File: config.mk
export PLATFORM = sky130hd
export DESIGN_NAME = uart_rx
export DESIGN_NICKNAME = d
export VERILOG_FILES = /design/src/rtl/uart_pkg.sv /design/src/rtl/sync_2ff.sv /design/src/rtl/uart_rx.sv
export SDC_FILE = /design/constraint.sdc
export NUM_CORES = 1
export LEC_CHECK = 0
export CORE_MARGIN = 2
export CORE_UTILIZATION = 23
export DETAILED_ROUTE_END_ITERATION = 8
export GPL_TIMING_DRIVEN = 0
export HOLD_SLACK_MARGIN = 0.15
export PLACE_DENSITY = 0.41
export SLEW_MARGIN = 40
export SYNTH_ARGS = -nofsm -noshare
export SYNTH_HDL_FRONTEND = slang
export SYNTH_SLANG_ARGS = --single-unit
File: constraint.sdc
create_clock -name clk -period 1.9 [get_ports clk]
set_clock_uncertainty 0.05 [all_clocks]
set_input_delay 0.285 -clock clk [delete_from_list [all_inputs] [get_ports clk]]
set_output_delay 0.285 -clock clk [all_outputs]
set_load 0.1 [all_outputs]
File: src/rtl/uart_pkg.sv
// ============================================================================
// Module  : uart_pkg
// Brief   : Shared state encoding and baud constants for the UART receiver.
// Revision: 1.0 - initial release
// ============================================================================
`default_nettype none

package uart_pkg;

  typedef enum logic [1:0] {
    IDLE  = 2'd0,
    START = 2'd1,
    DATA  = 2'd2,
    STOP  = 2'd3
  } rx_state_t;

  localparam int unsigned DEF_BAUD_DIV      = 2604;
  // Used by the fullchip fast_sim build.
  localparam int unsigned FAST_SIM_BAUD_DIV = 16;

endpackage

`default_nettype wire

File: src/rtl/sync_2ff.sv
// ============================================================================
// Module  : sync_2ff
// Brief   : Two-flop synchronizer; both stages take RESET_VAL while rst is high.
// Revision: 1.0 - initial release
// ============================================================================
`default_nettype none

module sync_2ff #(
  parameter int unsigned          WIDTH     = 1,
  parameter logic [WIDTH-1:0]     RESET_VAL = '1
) (
  input  logic             clk,
  input  logic             rst,
  input  logic [WIDTH-1:0] d,
  output logic [WIDTH-1:0] q
);

  logic [WIDTH-1:0] meta_q;
  logic [WIDTH-1:0] sync_q;

  always_ff @(posedge clk or posedge rst) begin
    if (rst) begin
      meta_q <= RESET_VAL;
      sync_q <= RESET_VAL;
    end else begin
      meta_q <= d;
      sync_q <= meta_q;
    end
  end

  assign q = sync_q;

endmodule

`default_nettype wire

File: src/rtl/uart_rx.sv
// ============================================================================
// Module  : uart_rx
// Brief   : 8N1 receiver with sticky ready, framing-error pulse and overrun flag.
// Revision: 1.0 - initial release
// ============================================================================
`default_nettype none

module uart_rx
  import uart_pkg::*;
#(
  parameter int unsigned BAUD_DIV = DEF_BAUD_DIV,
  parameter int unsigned HALF_DIV = BAUD_DIV / 2
) (
  input  logic       clk,
  input  logic       rst,
  input  logic       RX,
  input  logic       clr_rdy,
  output logic [7:0] rx_data,
  output logic       rdy,
  output logic       frm_err,
  output logic       ovr
);

  localparam logic [15:0] C_BAUD_RELOAD = 16'(BAUD_DIV - 1);
  localparam logic [15:0] C_HALF_RELOAD = 16'(HALF_DIV - 1);

  logic       rx_s;
  logic       rx_q;
  logic [1:0] flush_q, flush_d;
  logic       armed_q, armed_d;
  rx_state_t  state_q, state_d;
  logic [15:0] baud_cnt_q, baud_cnt_d;
  logic [2:0] bit_cnt_q, bit_cnt_d;
  logic [7:0] shift_q, shift_d;
  logic [7:0] rx_data_q, rx_data_d;
  logic       rdy_q, rdy_d;
  logic       frm_err_q, frm_err_d;
  logic       ovr_q, ovr_d;
  logic       w_fall;
  logic       w_baud_zero;

  sync_2ff #(
    .WIDTH     (1),
    .RESET_VAL (1'b1)
  ) u_sync_rx (
    .clk (clk),
    .rst (rst),
    .d   (RX),
    .q   (rx_s)
  );

  // The preset synchronizer value is not a real observation of the line, so
  // edges are only accepted once RX has been genuinely seen high after reset.
  assign w_fall      = armed_q & rx_q & ~rx_s;
  assign w_baud_zero = (baud_cnt_q == 16'd0);

  always_comb begin
    flush_d    = {flush_q[0], 1'b1};
    armed_d    = armed_q | (flush_q[1] & rx_s);
    state_d    = state_q;
    baud_cnt_d = baud_cnt_q;
    bit_cnt_d  = bit_cnt_q;
    shift_d    = shift_q;
    rx_data_d  = rx_data_q;
    rdy_d      = rdy_q;
    ovr_d      = ovr_q;
    frm_err_d  = 1'b0;

    if (clr_rdy) begin
      rdy_d = 1'b0;
      ovr_d = 1'b0;
    end

    case (state_q)
      IDLE: begin
        baud_cnt_d = 16'd0;
        if (w_fall) begin
          state_d    = START;
          baud_cnt_d = C_HALF_RELOAD;
        end
      end
      START: begin
        if (!w_baud_zero) begin
          baud_cnt_d = baud_cnt_q - 16'd1;
        end else if (rx_s) begin
          state_d = IDLE;
        end else begin
          state_d    = DATA;
          baud_cnt_d = C_BAUD_RELOAD;
          bit_cnt_d  = 3'd0;
        end
      end
      DATA: begin
        if (!w_baud_zero) begin
          baud_cnt_d = baud_cnt_q - 16'd1;
        end else begin
          shift_d    = {rx_s, shift_q[7:1]};
          bit_cnt_d  = bit_cnt_q + 3'd1;
          baud_cnt_d = C_BAUD_RELOAD;
          if (bit_cnt_q == 3'd7) begin
            state_d = STOP;
          end
        end
      end
      STOP: begin
        if (!w_baud_zero) begin
          baud_cnt_d = baud_cnt_q - 16'd1;
        end else begin
          state_d = IDLE;
          if (rx_s) begin
            // A completing byte overrides a simultaneous acknowledge.
            rx_data_d = shift_q;
            rdy_d     = 1'b1;
            ovr_d     = (rdy_q | ovr_q) & ~clr_rdy;
          end else begin
            frm_err_d = 1'b1;
          end
        end
      end
      default: begin
        state_d    = IDLE;
        baud_cnt_d = 16'd0;
      end
    endcase
  end

  always_ff @(posedge clk or posedge rst) begin
    if (rst) begin
      rx_q       <= 1'b1;
      flush_q    <= 2'b00;
      armed_q    <= 1'b0;
      state_q    <= IDLE;
      baud_cnt_q <= 16'd0;
      bit_cnt_q  <= 3'd0;
      shift_q    <= 8'h00;
      rx_data_q  <= 8'h00;
      rdy_q      <= 1'b0;
      frm_err_q  <= 1'b0;
      ovr_q      <= 1'b0;
    end else begin
      rx_q       <= rx_s;
      flush_q    <= flush_d;
      armed_q    <= armed_d;
      state_q    <= state_d;
      baud_cnt_q <= baud_cnt_d;
      bit_cnt_q  <= bit_cnt_d;
      shift_q    <= shift_d;
      rx_data_q  <= rx_data_d;
      rdy_q      <= rdy_d;
      frm_err_q  <= frm_err_d;
      ovr_q      <= ovr_d;
    end
  end

  assign rx_data = rx_data_q;
  assign rdy     = rdy_q;
  assign frm_err = frm_err_q;
  assign ovr     = ovr_q;

endmodule

`default_nettype wire

Word level (Yosys, flattened, before mapping)
Cells that the tools add are included.
{"block": "word_totals", "input_bits": 4, "elab_cells": 71, "reg_bits": 46, "out_inout_bits": 11}
{"block": "op_classes", "n_reduce_logical": 8, "add_sub_neg": 2, "n_mux": 28, "eq_ne": 12, "n_bitwise": 8}
{"cell": "$mux 16", "count": 4}
{"cell": "$pmux 16 s4", "count": 1}
{"cell": "$logic_not 16->1", "count": 1}
{"cell": "$sub 16x1->16 const B", "count": 1}
{"cell": "$ne 2x2->1 const B", "count": 7}
{"cell": "$mux 2", "count": 6}
{"cell": "$mux 1", "count": 11}
{"cell": "$mux 11", "count": 1}
{"cell": "$mux 3", "count": 3}
{"cell": "$pmux 2 s4", "count": 1}
{"cell": "$pmux 3 s2", "count": 1}
{"cell": "$reduce_and 5->1", "count": 1}
{"cell": "$and 1x1->1", "count": 4}
{"cell": "$eq 2x2->1 const B", "count": 2}
{"cell": "$reduce_and 2->1", "count": 2}
{"cell": "$reduce_and 4->1", "count": 1}
{"cell": "$add 3x1->3 const B", "count": 1}
{"cell": "$eq 3x3->1 const B", "count": 1}
{"cell": "$ne 3x3->1 const B", "count": 1}
{"cell": "$reduce_and 3->1", "count": 1}
{"cell": "$eq 2x1->1 const B", "count": 1}
{"cell": "$logic_not 2->1", "count": 1}
{"cell": "$not 1->1", "count": 2}
{"cell": "$or 1x1->1", "count": 2}
{"cell": "$reduce_bool 2->1", "count": 1}

Longest topological paths before layout
Gate-level depths: netlist (run 1).
{"block": "depth", "ltp_word": 5, "depth_mapped": 7, "depth_no_buf": 6}

Cells and area by module
From an unflattened synthesis (run 1), not the netlist that was laid out.
{"block": "hier_totals", "hier_cells": 206, "area_unflattened_um2": 2285.9}
{"mod": "uart_rx", "area_per_inst_um2": 2229.6, "cells_per_inst": 203, "instances": 1, "seq_area_each_um2": 1102.3}
{"mod": "sync_2ff", "area_per_inst_um2": 56.3, "cells_per_inst": 3, "instances": 1, "seq_area_each_um2": 52.6}

Worst setup path before layout (run 1)
Ideal clock, no wire load.
{"block": "synth_timing", "path_type": "flip-flop to flip-flop", "start": "register baud_cnt_q[6]", "end": "register shift_q[0]", "t_arrival_ns": 1.882, "synth_period_minus_slack_ns": 2.056, "path_stages_with_launch": 7, "n_path_buf": 2, "setup_slack_ns": -0.156, "setup_time_ns": 0.125, "required_ns": 1.725, "cell_sequence": "dfrtp_1 > or4_1 > buf_2 > and4b_1 > buf_6 > nand3_4 > mux2_2"}
{"block": "synth_via", "elab_chain_cells": 2}
{"item": "start: declaration", "line": "uart_rx.sv:32", "rtl": "logic [15:0] baud_cnt_q, baud_cnt_d;"}
{"item": "start signal: assignment", "line": "uart_rx.sv:145", "rtl": "baud_cnt_q <= baud_cnt_d;"}
{"item": "$logic_not 16->1", "line": "uart_rx.sv:55", "rtl": "assign w_baud_zero = (baud_cnt_q == 16'd0);"}
{"item": "$reduce_and 2->1 (no source line)"}
{"item": "end signal: assignment", "line": "uart_rx.sv:147", "rtl": "shift_q <= shift_d;"}
{"item": "end: declaration", "line": "uart_rx.sv:34", "rtl": "logic [7:0] shift_q, shift_d;"}
Every way passes these cells.
A chain may end at the register's enable or synchronous reset.

Final worst setup path (run 1)
{"block": "layout_timing", "start": "register baud_cnt_q[6]", "end": "register shift_q[5]"}
Same word-level chain as after synthesis.

==> results of run 1 <==
==> final cells by class <==
class,instances,area [sq um]
multi-input cells,152,1370
clock inverters,3,28.8
inverters,11,43.8
plain buffers,5,53.8
repair buffers,33,259
clock buffers,5,68.8
well taps,133,166
fillers,1034,6680
flip-flops and latches,46,1160
==> path summary, 6_finish.rpt <==
check / from / end / slack [ns] / cells after the start
setup / recovery: baud_cnt_q[6] / shift_q[5] / -0.16 / 5
hold / removal: rst / rdy / 0.18 / 2
setup reg to reg: baud_cnt_q[6] / shift_q[5] / -0.16 / 5
hold reg to reg: flush_q[0] / flush_q[1] / 0.31 / 0
max in group asynchronous: rst / u_sync_rx.q / 1.12 / 3
min in group clk: flush_q[0] / flush_q[1] / 0.31 / 0
==> sequential cells by signal, summed over array words and instances, names as in the netlist, 2 cells and up, named ones only <==
register    count
flush_q         2
rx_data         8
baud_cnt_q     16
bit_cnt_q       3
shift_q         8
==> worst reg2reg max path, cell delays in order, from the launching register on <==
cell,delay [ns]
dfrtp_1,0.40
or4_4,0.57
and4b_1,0.31
buf_6,0.18
nand3_4,0.13
mux2_4,0.32
==> kinds of logic after synthesis <==
group | Yosys count
AND/OR/NAND/NOR | 66
AO/OA/AOI/OAI | 52
multiplexers | 17
other | 1
XOR/XNOR | 6
adder cells (fa/ha/maj) | 9
flip-flops | 46
buffers and inverters | 18
==> cell usage after synthesis, drive strengths merged, types with 5 or more instances <==
cell,number,area (sq um)
a21oi,15,75.1
dfrtp,43,1080
or4,5,37.5
nor3,5,25.0
nand2,8,32.5
nand3,5,37.5
nor2,11,41.3
mux2,17,191
nor4,5,31.3
inv,11,41.3
o21ai,10,50.1
ha,9,113
==> placed cells by master, fill, tap and decap left out, drive strengths merged, types with 4 or more instances in the layout <==
cell	Yosys	layout
a211oi	4	4
a21oi	15	15
buf	3	33
clkbuf	4	7
dfrtp	43	43
ha	9	9
inv	11	13
mux2	17	17
nand2	8	8
nand2b	4	4
nand3	5	6
nor2	11	11
nor3	5	5
nor3b	4	4
nor4	5	5
o211ai	4	4
o21ai	10	10
o31ai	4	4
or3	4	4
or4	5	5
==> repair_timing <==
| item | 4_1_cts | 5_1_grt |
|---|---|---|
| setup endpoints to repair | 40 | 40 |
| cloned | 2 | 0 |
| setup buffers | 11 | 7 |
| pin swaps | 20 | 12 |
| gates resized for setup | 50 | 24 |
==> metal layers <==
layer,routed length [um],vias to the layer above
met1,2690,911
met3,171,9
met2,2910,40
li1,-,884
met4,87,0
met5,0,-
==> metrics by stage <==
step	hold WS [ns]	setup TNS [ns]	worst slack, ns	power (mW)
after floorplan	0.239	-3.00	-0.156	3.08
after global placement	0.282	-39.37	-0.601	3.72
after detailed placement	0.286	-12.15	-0.416	3.66
after CTS	0.189	-4.18	-0.200	5.21
after global routing	0.191	-4.54	-0.199	6.02
final	0.176	-2.68	-0.155	5.61
==> power by group <==
| part | internal (mW) | switching (mW) |
|---|---|---|
| registers | 1.19 | 0.226 |
| clock network | 0.276 | 0.391 |
| logic | 1.58 | 1.95 |
| total | 3.05 | 2.56 |
==> impl_metrics.env, run 1 <==
export IMPL_fin_cells=388
export IMPL_period_minus_slack_ns=2.06
export IMPL_cts_hold_buffers_added=0
export IMPL_synth_edf_count=0
export IMPL_synth_area_mux_share_pct=8.21
export IMPL_grt_util_met2_pct=19.3
export IMPL_numCtsBuffers=5
export IMPL_row_count=36
export IMPL_fmax_ghz=0.487
export IMPL_nets=267
export IMPL_ys_async_sr_fraction_pct=100
export IMPL_dp_hpwl_um=3830
export IMPL_synth_top_family_by_area="simple AND/OR/NAND/NOR gates"
export IMPL_grt_usage_pct=11.7
export IMPL_hp_class="primary input to asynchronous set/reset pin"
export IMPL_htree_levels=2
export IMPL_synth_warnings=0
export IMPL_global_route_usage_met3_pct=2.06
export IMPL_hold_viol=0
export IMPL_cp_top_family="simple AND/OR/NAND/NOR gates"
export IMPL_setup_violations_final=28
export IMPL_layout_drive_gt1_share_pct=42.4
export IMPL_grt_busiest_layer="met2"
export IMPL_synthFlopType="dfrtp_1"
export IMPL_first_iter_violations=103
export IMPL_status="finished with violations"
export IMPL_start_util_pct=23.7
export IMPL_clk_latency_ns=0.31
export IMPL_grt_overflow=0
export IMPL_wl_per_cell_um=15.1
export IMPL_clock_sinks=46
export IMPL_clk_path_buf_depth=2
export IMPL_drc=0
export IMPL_portBuffers=14
export IMPL_setup_slack_ns=-0.155
export IMPL_dpl_cell_area_sq_um=2610
export IMPL_drv_cap=0
export IMPL_cp_end_kind="register"
export IMPL_dieArea_sq_um=11000
export IMPL_antenna_found_initial=0
export IMPL_synth_cell_area_sq_um=2330
export IMPL_synth_compound_area_share_pct=14.3
export IMPL_finalMaxSlewViolations=0
export IMPL_irDropWorstVdd_mv=0.522
export IMPL_p_per_area_nw_per_um2=1780
export IMPL_synth_cells=215
export IMPL_gp_congestion=0.757
export IMPL_min_period_over_period_pct=108
export IMPL_core_area_sq_um=9820
export IMPL_arrival_ns=2.21
export IMPL_crit_path_max_fanout=7
export IMPL_cts_root_buffer="clkbuf_8"
export IMPL_grt_pass1_vias=1913
export IMPL_synth_distinct_cells=45
export IMPL_path_cells="or4_4 -> and4b_1 -> buf_6 -> nand3_4 -> mux2_4"
export IMPL_syn_avg_cell_area_sq_um=10.8
export IMPL_synth_seq_cells=46
export IMPL_cp_num_buf_inv=1
export IMPL_num_antenna_cells=0
export IMPL_dpl_cell_count=363
export IMPL_slowest_stage="or4_4"
export IMPL_synth_simple_gate_area_share_pct=17.4
export IMPL_grt_pass1_wl_um=10300
export IMPL_cp_required_ns=2.06
export IMPL_synth_xor_area_share_pct=2.25
export IMPL_die_w_um=105
export IMPL_violations="setup timing"
export IMPL_cts_tree="built"
export IMPL_synth_fp_nets=228
export IMPL_drt_pass1_iterations=4
export IMPL_stdcell_area_sq_um=3140
export IMPL_grtUsageMet1_pct=16.0
export IMPL_leakage_nw=1.36
export IMPL_grt_max_degree=34
export IMPL_ios=15
export IMPL_via_count=1844
export IMPL_clkTransAtPathRegs_ns=0.10
export IMPL_final_util_pct=32.0
export IMPL_ys_seq_area_share_pct=49.5
export IMPL_ant_nets=0
export IMPL_grt_setup_unrepaired="yes"
export IMPL_critPathKind="register to register"
export IMPL_routed_wl_um=5860
export IMPL_crit_path_start_kind="register"
export IMPL_via_per_inst=4.75
export IMPL_synth_fa_ha_area_share_pct=4.83
export IMPL_area_growth_pct=34.9
export IMPL_slowest_delay_ns=0.57
export IMPL_fp_dieH_um=105
(Power assumes the default switching activity.)
==> inputs of run 2 (changes only) <==
--- a/config.mk
+++ b/config.mk
@@ -10,7 +10,6 @@
 export DETAILED_ROUTE_END_ITERATION = 8
 export GPL_TIMING_DRIVEN = 0
 export HOLD_SLACK_MARGIN = 0.15
-export PLACE_DENSITY = 0.41
 export SLEW_MARGIN = 40
 export SYNTH_ARGS = -nofsm -noshare
 export SYNTH_HDL_FRONTEND = slang
==> run 2 against run 1 <==
  * Sequential cell count is the same
  * Global-route usage shrank 0.70 points
  * The run still ends with setup timing left
  * Highest routed layer unchanged
  * Largest power group unchanged
  * Via count grew 3.6%
  * Hold slack lost 0.0063 ns
  * First-iteration DRC count grew 20%
  * Largest cell class unchanged
==> impl_metrics.env, run 2 (synthesis results as in run 1) <==
export IMPL_dp_hpwl_um=3660
export IMPL_clk_path_buf_depth=2
export IMPL_clock_sinks=46
export IMPL_area_growth_pct=40.4
export IMPL_grt_overflow=0
export IMPL_core_area_sq_um=9820
export IMPL_nets=272
export IMPL_fmax_ghz=0.484
export IMPL_hp_class="primary input to asynchronous set/reset pin"
export IMPL_drv_cap=0
export IMPL_drc=0
export IMPL_grt_pass1_vias=1929
export IMPL_p_per_area_nw_per_um2=1850
export IMPL_grt_pass1_wl_um=9740
export IMPL_setup_violations_final=35
export IMPL_arrival_ns=2.22
export IMPL_regMostFlops="baud_cnt_q"
export IMPL_slowest_delay_ns=0.57
export IMPL_portBuffers=14
export IMPL_hold_viol=0
export IMPL_row_count=36
export IMPL_wl_per_cell_um=15.7
export IMPL_layout_drive_gt1_share_pct=46.2
export IMPL_min_period_over_period_pct=109
export IMPL_multiInputGateArea_sq_um=1430
export IMPL_via_count=1910
export IMPL_largest_reg_flops=16
export IMPL_routed_wl_um=6160
export IMPL_cp_end_kind="register"
export IMPL_start_util_pct=23.7
export IMPL_violations="setup timing"
export IMPL_grt_max_degree=38
export IMPL_gp_congestion=0.806
export IMPL_ios=15
export IMPL_fin_total_pwr_mw=6.07
export IMPL_numCtsBuffers=5
export IMPL_slowest_stage="or4_4"
export IMPL_clk_latency_ns=0.31
export IMPL_irDropWorstVdd_mv=0.710
export IMPL_leakage_nw=1.39
export IMPL_period_minus_slack_ns=2.07
export IMPL_crit_path_max_fanout=8
export IMPL_path_cells="or4_4 -> and4b_1 -> buf_6 -> buf_12 -> nand2_8 -> mux2_2"
export IMPL_clkTransAtPathRegs_ns=0.09
export IMPL_dieArea_sq_um=11000
export IMPL_drt_pass1_iterations=6
export IMPL_setup_slack_ns=-0.167
export IMPL_num_antenna_cells=0
export IMPL_dpl_worst_slack_ns=-0.485
export IMPL_die_w_um=105
export IMPL_cts_root_buffer="clkbuf_8"
export IMPL_status="finished with violations"
export IMPL_via_per_inst=4.86
export IMPL_cp_required_ns=2.05
export IMPL_cts_tree="built"
export IMPL_finalMaxSlewViolations=0
export IMPL_fin_setup_tns_ns=-3.29
export IMPL_critPathKind="register to register"
export IMPL_grt_setup_unrepaired="yes"
export IMPL_htree_levels=2
export IMPL_nFillCells=1019
export IMPL_mostFrequentLayoutCell="dfrtp_1"
export IMPL_fp_dieH_um=105
export IMPL_crit_path_start_kind="register"
export IMPL_cts_hold_buffers_added=0
export IMPL_fin_cells=393
export IMPL_dpl_cell_count=363
export IMPL_first_iter_violations=124
export IMPL_ant_nets=0
export IMPL_grt_usage_pct=11.0
export IMPL_regArea_sq_um=1160
export IMPL_layout_common_cells="dfrtp_1 (40), buf_4 (18), mux2_2 (16)"
export IMPL_antenna_found_initial=0
-- run 2: layout make-up --
type | instances | area share [%]
Tap cell | 133 | 5.08
Clock inverter | 2 | 1.15
Buffer | 5 | 1.72
Inverter | 11 | 1.45
Timing Repair Buffer | 37 | 9.33
Multi-Input combinational cell | 153 | 43.7
Clock buffer | 6 | 2.22
Sequential cell | 46 | 35.4
-- run 2: critical path: cells and delay by family, from the launching register on --
kind,cells,cell delay (ns)
buffers and inverters,2,0.30
muxes,1,0.28
and+or+nand+nor,3,0.93
DFF,1,0.39
-- run 2: routing by layer --
metal | global-route usage, % | up-vias | part of all wire (%)
li1 | - | 885 | -
met1 | 14.0 | 958 | 44
met2 | 18.3 | 47 | 49
met3 | 2.18 | 20 | 3.8
met4 | 4.38 | 0 | 3.3
met5 | 0 | - | 0
-- run 2: worst paths after layout --
path	startpoint	end	slack (ns)	depth (start not counted)
max reg2reg	baud_cnt_q[9]	rx_data[5]	-0.17	6
min reg2reg	flush_q[0]	flush_q[1]	0.31	0
max	baud_cnt_q[9]	rx_data[5]	-0.17	6
min	rst	state_q[0]	0.17	2
max in group asynchronous	rst	u_sync_rx.meta_q	1.13	3
min in group clk	flush_q[0]	flush_q[1]	0.31	0
-- run 2: where the power goes --
| part | switching (mW) | internal [mW] |
|---|---|---|
| sequential | 0.222 | 1.19 |
| combinational | 2.17 | 1.74 |
| clock | 0.353 | 0.393 |
-- run 2: metrics by stage --
step	util [%]	hold slack, ns	cell area [sq um]
after CTS	30.6	0.182	3010
after floorplan	-	0.239	2330
after detailed placement	26.5	0.293	2610
after global routing	33.3	0.197	3270
final	33.3	0.170	3270
after global placement	26.9	0.285	2640
-- run 2: timing repair --
item,in CTS,in global routing
cloned,2,1
endpoints found under the setup margin,40,38
pin swaps,23,9
setup buffers,15,6
gates resized for setup,41,45
==> inputs of run 3 (changes only) <==
--- a/config.mk
+++ b/config.mk
@@ -5,7 +5,6 @@
 export SDC_FILE = /design/constraint.sdc
 export NUM_CORES = 1
 export LEC_CHECK = 0
-export CORE_MARGIN = 2
 export CORE_UTILIZATION = 23
 export DETAILED_ROUTE_END_ITERATION = 8
 export GPL_TIMING_DRIVEN = 0
@@ -13,4 +12,5 @@
 export SLEW_MARGIN = 40
 export SYNTH_ARGS = -nofsm -noshare
 export SYNTH_HDL_FRONTEND = slang
+export SYNTH_HIERARCHICAL = 1
 export SYNTH_SLANG_ARGS = --single-unit
==> run 3 against run 2 <==
  * The flow still finishes with violations (setup timing)
  * Synthesized cell count fell by 4.2%
  * Combinational power fell by 19%
  * Critical endpoint is now baud_cnt_q[14]
  * Hold slack improved by 0.13 ns
  * Largest cell class unchanged
  * Area after synthesis fell by 1.9%
==> impl_metrics.env, run 3 <==
export IMPL_routed_wl_um=5620
export IMPL_synth_area_mux_share_pct=8.76
export IMPL_worst_pin_slew_ns=0.511
export IMPL_via_count=1834
export IMPL_grt_setup_unrepaired="yes"
export IMPL_dpl_cell_count=354
export IMPL_drc=0
export IMPL_dieArea_sq_um=10300
export IMPL_dpl_cell_area_sq_um=2570
export IMPL_ant_nets=0
export IMPL_yosysTopAreaCell="dfrtp_1"
export IMPL_ys_async_sr_fraction_pct=100
export IMPL_crit_path_start_kind="register"
export IMPL_path_cells="inv_4 -> ha_4 -> or3b_4 -> or3_4 -> a2111o_1 -> a21oi_2"
export IMPL_cp_end_kind="register"
export IMPL_syn_avg_cell_area_sq_um=11.1
export IMPL_switching_share_pct=45.2
export IMPL_hold_viol=0
export IMPL_hp_class="register to register"
export IMPL_leakage_nw=1.35
export IMPL_nFillCells=949
export IMPL_clk_latency_ns=0.31
export IMPL_drt_pass1_iterations=4
export IMPL_cts_tree="built"
export IMPL_combPwrFrac_pct=60.7
export IMPL_intPower_mw=2.87
export IMPL_layout_common_cells="dfrtp_1 (40), mux2_2 (16), buf_4 (16)"
export IMPL_row_count=36
export IMPL_area_growth_pct=37.5
export IMPL_synthFlopType="dfrtp_1"
export IMPL_violations="setup timing"
export IMPL_ys_seq_area_share_pct=50.5
export IMPL_wl_per_cell_um=14.7
export IMPL_gp_congestion=0.773
export IMPL_synth_fa_ha_area_share_pct=4.93
export IMPL_drv_cap=0
export IMPL_synth_top_family_by_area="simple AND/OR/NAND/NOR gates"
export IMPL_nets=260
export IMPL_synth_cell_area_sq_um=2290
export IMPL_regMostFlops="baud_cnt_q"
export IMPL_stdcell_area_sq_um=3140
export IMPL_synth_simple_gate_area_share_pct=16.9
export IMPL_via_per_inst=4.81
export IMPL_grt_overflow=0
export IMPL_grt_usage_pct=10.6
export IMPL_synth_fp_nets=219
export IMPL_min_period_over_period_pct=105
export IMPL_synth_distinct_cells=51
export IMPL_synth_xor_area_share_pct=0.766
export IMPL_period_minus_slack_ns=2.00
export IMPL_cp_required_ns=2.10
export IMPL_crit_path_max_fanout=4
export IMPL_irDropWorstVdd_mv=0.545
export IMPL_synth_compound_area_share_pct=14.7
export IMPL_synth_seq_cells=46
export IMPL_setup_violations_final=5
export IMPL_finalMaxSlewViolations=0
export IMPL_die_w_um=102
export IMPL_p_seq_share_pct=27.2
export IMPL_dp_hpwl_um=3190
export IMPL_cts_root_buffer="clkbuf_8"
export IMPL_regArea_sq_um=1160
export IMPL_portBuffers=14
export IMPL_status="finished with violations"
export IMPL_synth_edf_count=0
export IMPL_p_per_area_nw_per_um2=1670
export IMPL_fmax_ghz=0.499
export IMPL_grt_pass1_wl_um=8570
export IMPL_mostFrequentLayoutCell="dfrtp_1"
export IMPL_synth_warnings=6
export IMPL_synth_area_leaders="dfrtp_1 (47%), mux2_2 (7.9%), ha_1 (4.9%), dfstp_2 (3.4%), a211oi_1 (3.0%)"
export IMPL_start_util_pct=23.6
export IMPL_numCtsBuffers=5
export IMPL_cts_hold_buffers_added=0
export IMPL_arrival_ns=2.20
export IMPL_antenna_found_initial=0
export IMPL_multiInputGateArea_sq_um=1330
export IMPL_slowest_delay_ns=0.45
export IMPL_first_iter_violations=59
export IMPL_critPathKind="register to register"
export IMPL_clock_sinks=46
export IMPL_synth_common_cells="dfrtp_1 (43), mux2_2 (16), nor2_1 (14)"
export IMPL_synth_cells=206
export IMPL_slowest_stage="dfrtp_2"
export IMPL_largest_reg_flops=16
export IMPL_num_antenna_cells=0
export IMPL_fin_cells=381
export IMPL_ios=15
export IMPL_synth_most_common_cell="dfrtp_1"
export IMPL_synth_top_area_share_pct=47.1
export IMPL_relSlewSlack_pct=65.8
export IMPL_setup_slack_ns=-0.103
export IMPL_grt_pass1_vias=1730
export IMPL_htree_levels=2
export IMPL_layout_drive_gt1_share_pct=47.6
export IMPL_grt_max_degree=45
export IMPL_p_switching_mw=2.37
export IMPL_fp_dieH_um=102
export IMPL_fin_setup_tns_ns=-0.195
export IMPL_clkTransAtPathRegs_ns=0.10
export IMPL_core_area_sq_um=9680
export IMPL_p_clk_share_pct=12.1
export IMPL_clk_path_buf_depth=2
## run 3: cells by family (layout without fill, tap and decap cells)
group | Yosys count | after routing
other | 1 | 1
muxes | 18 | 18
adders and majority gates | 9 | 9
AOI/OAI and AO/OA | 50 | 50
xor gates and xnor gates | 2 | 2
DFF | 46 | 46
and+or+nand+nor | 61 | 63
buffers and inverters | 19 | 59
## run 3: layer usage
layer,share of wire [%],vias up,track usage [%]
met3,4.2,8,2.35
met5,0,-,0
li1,-,853,-
met1,46,924,14.9
met2,49,49,16.6
met4,1.1,0,2.56
## run 3: final timing paths
path                                from              to  slack, ns  cells past startpoint
min reg2reg                   flush_q[0]      flush_q[1]       0.30                      0
min                           flush_q[0]      flush_q[1]       0.30                      0
max reg2reg                baud_cnt_q[0]  baud_cnt_q[14]      -0.10                      6
max in group asynchronous            rst            rx_q       1.22                      3
min in group asynchronous            rst      shift_q[7]       0.32                      3
max                        baud_cnt_q[0]  baud_cnt_q[14]      -0.10                      6
## run 3: what timing repair did
| item | CTS | global route |
|---|---|---|
| hold endpoints to repair | 0 | 0 |
| pin swaps | 8 | 21 |
| gates resized for setup | 28 | 47 |
| buffers inserted | 14 | 7 |
| cloned | 2 | 2 |
| endpoints found under the setup margin | 40 | 39 |
## run 3: worst max-delay path, delay by kind of cell (launching register included)
family | cells | cell delay (ns)
buffers and inverters | 1 | 0.09
adders and majority gates | 1 | 0.13
AOI/OAI and AO/OA | 2 | 0.48
DFF | 1 | 0.45
and+or+nand+nor | 2 | 0.74
## run 3: stage by stage
step                      setup WS, ns  power [mW]  util, %  hold slack [ns]
after floorplan                 -0.178        2.83        -            0.147
after global placement          -0.609        3.26     26.8            0.283
after detailed placement        -0.645        3.29     26.5            0.286
after CTS                       -0.159        4.55     29.9            0.307
after global routing            -0.146        5.54     32.5            0.311
final                           -0.103        5.24     32.5            0.304
## run 3: cell type report
type / instances / area share (%)
inverter: 11 / 1.47
clock inverter: 3 / 0.796
sequential: 46 / 36.9
timing repair buffer: 37 / 9.99
buffer: 3 / 0.995
clock buffer: 5 / 2.19
tap: 133 / 5.29
multi-input combinational: 143 / 42.4
## run 3: power by group through the flow
| stage | clock network, mW | logic, mW | registers [mW] |
|---|---|---|---|
| after floorplan | 0 | 1.41 | 1.42 |
| after global placement | 0 | 1.86 | 1.40 |
| after detailed placement | 0 | 1.89 | 1.40 |
| after CTS | 0.639 | 2.51 | 1.39 |
| after global routing | 0.684 | 3.39 | 1.46 |
| final | 0.634 | 3.18 | 1.43 |
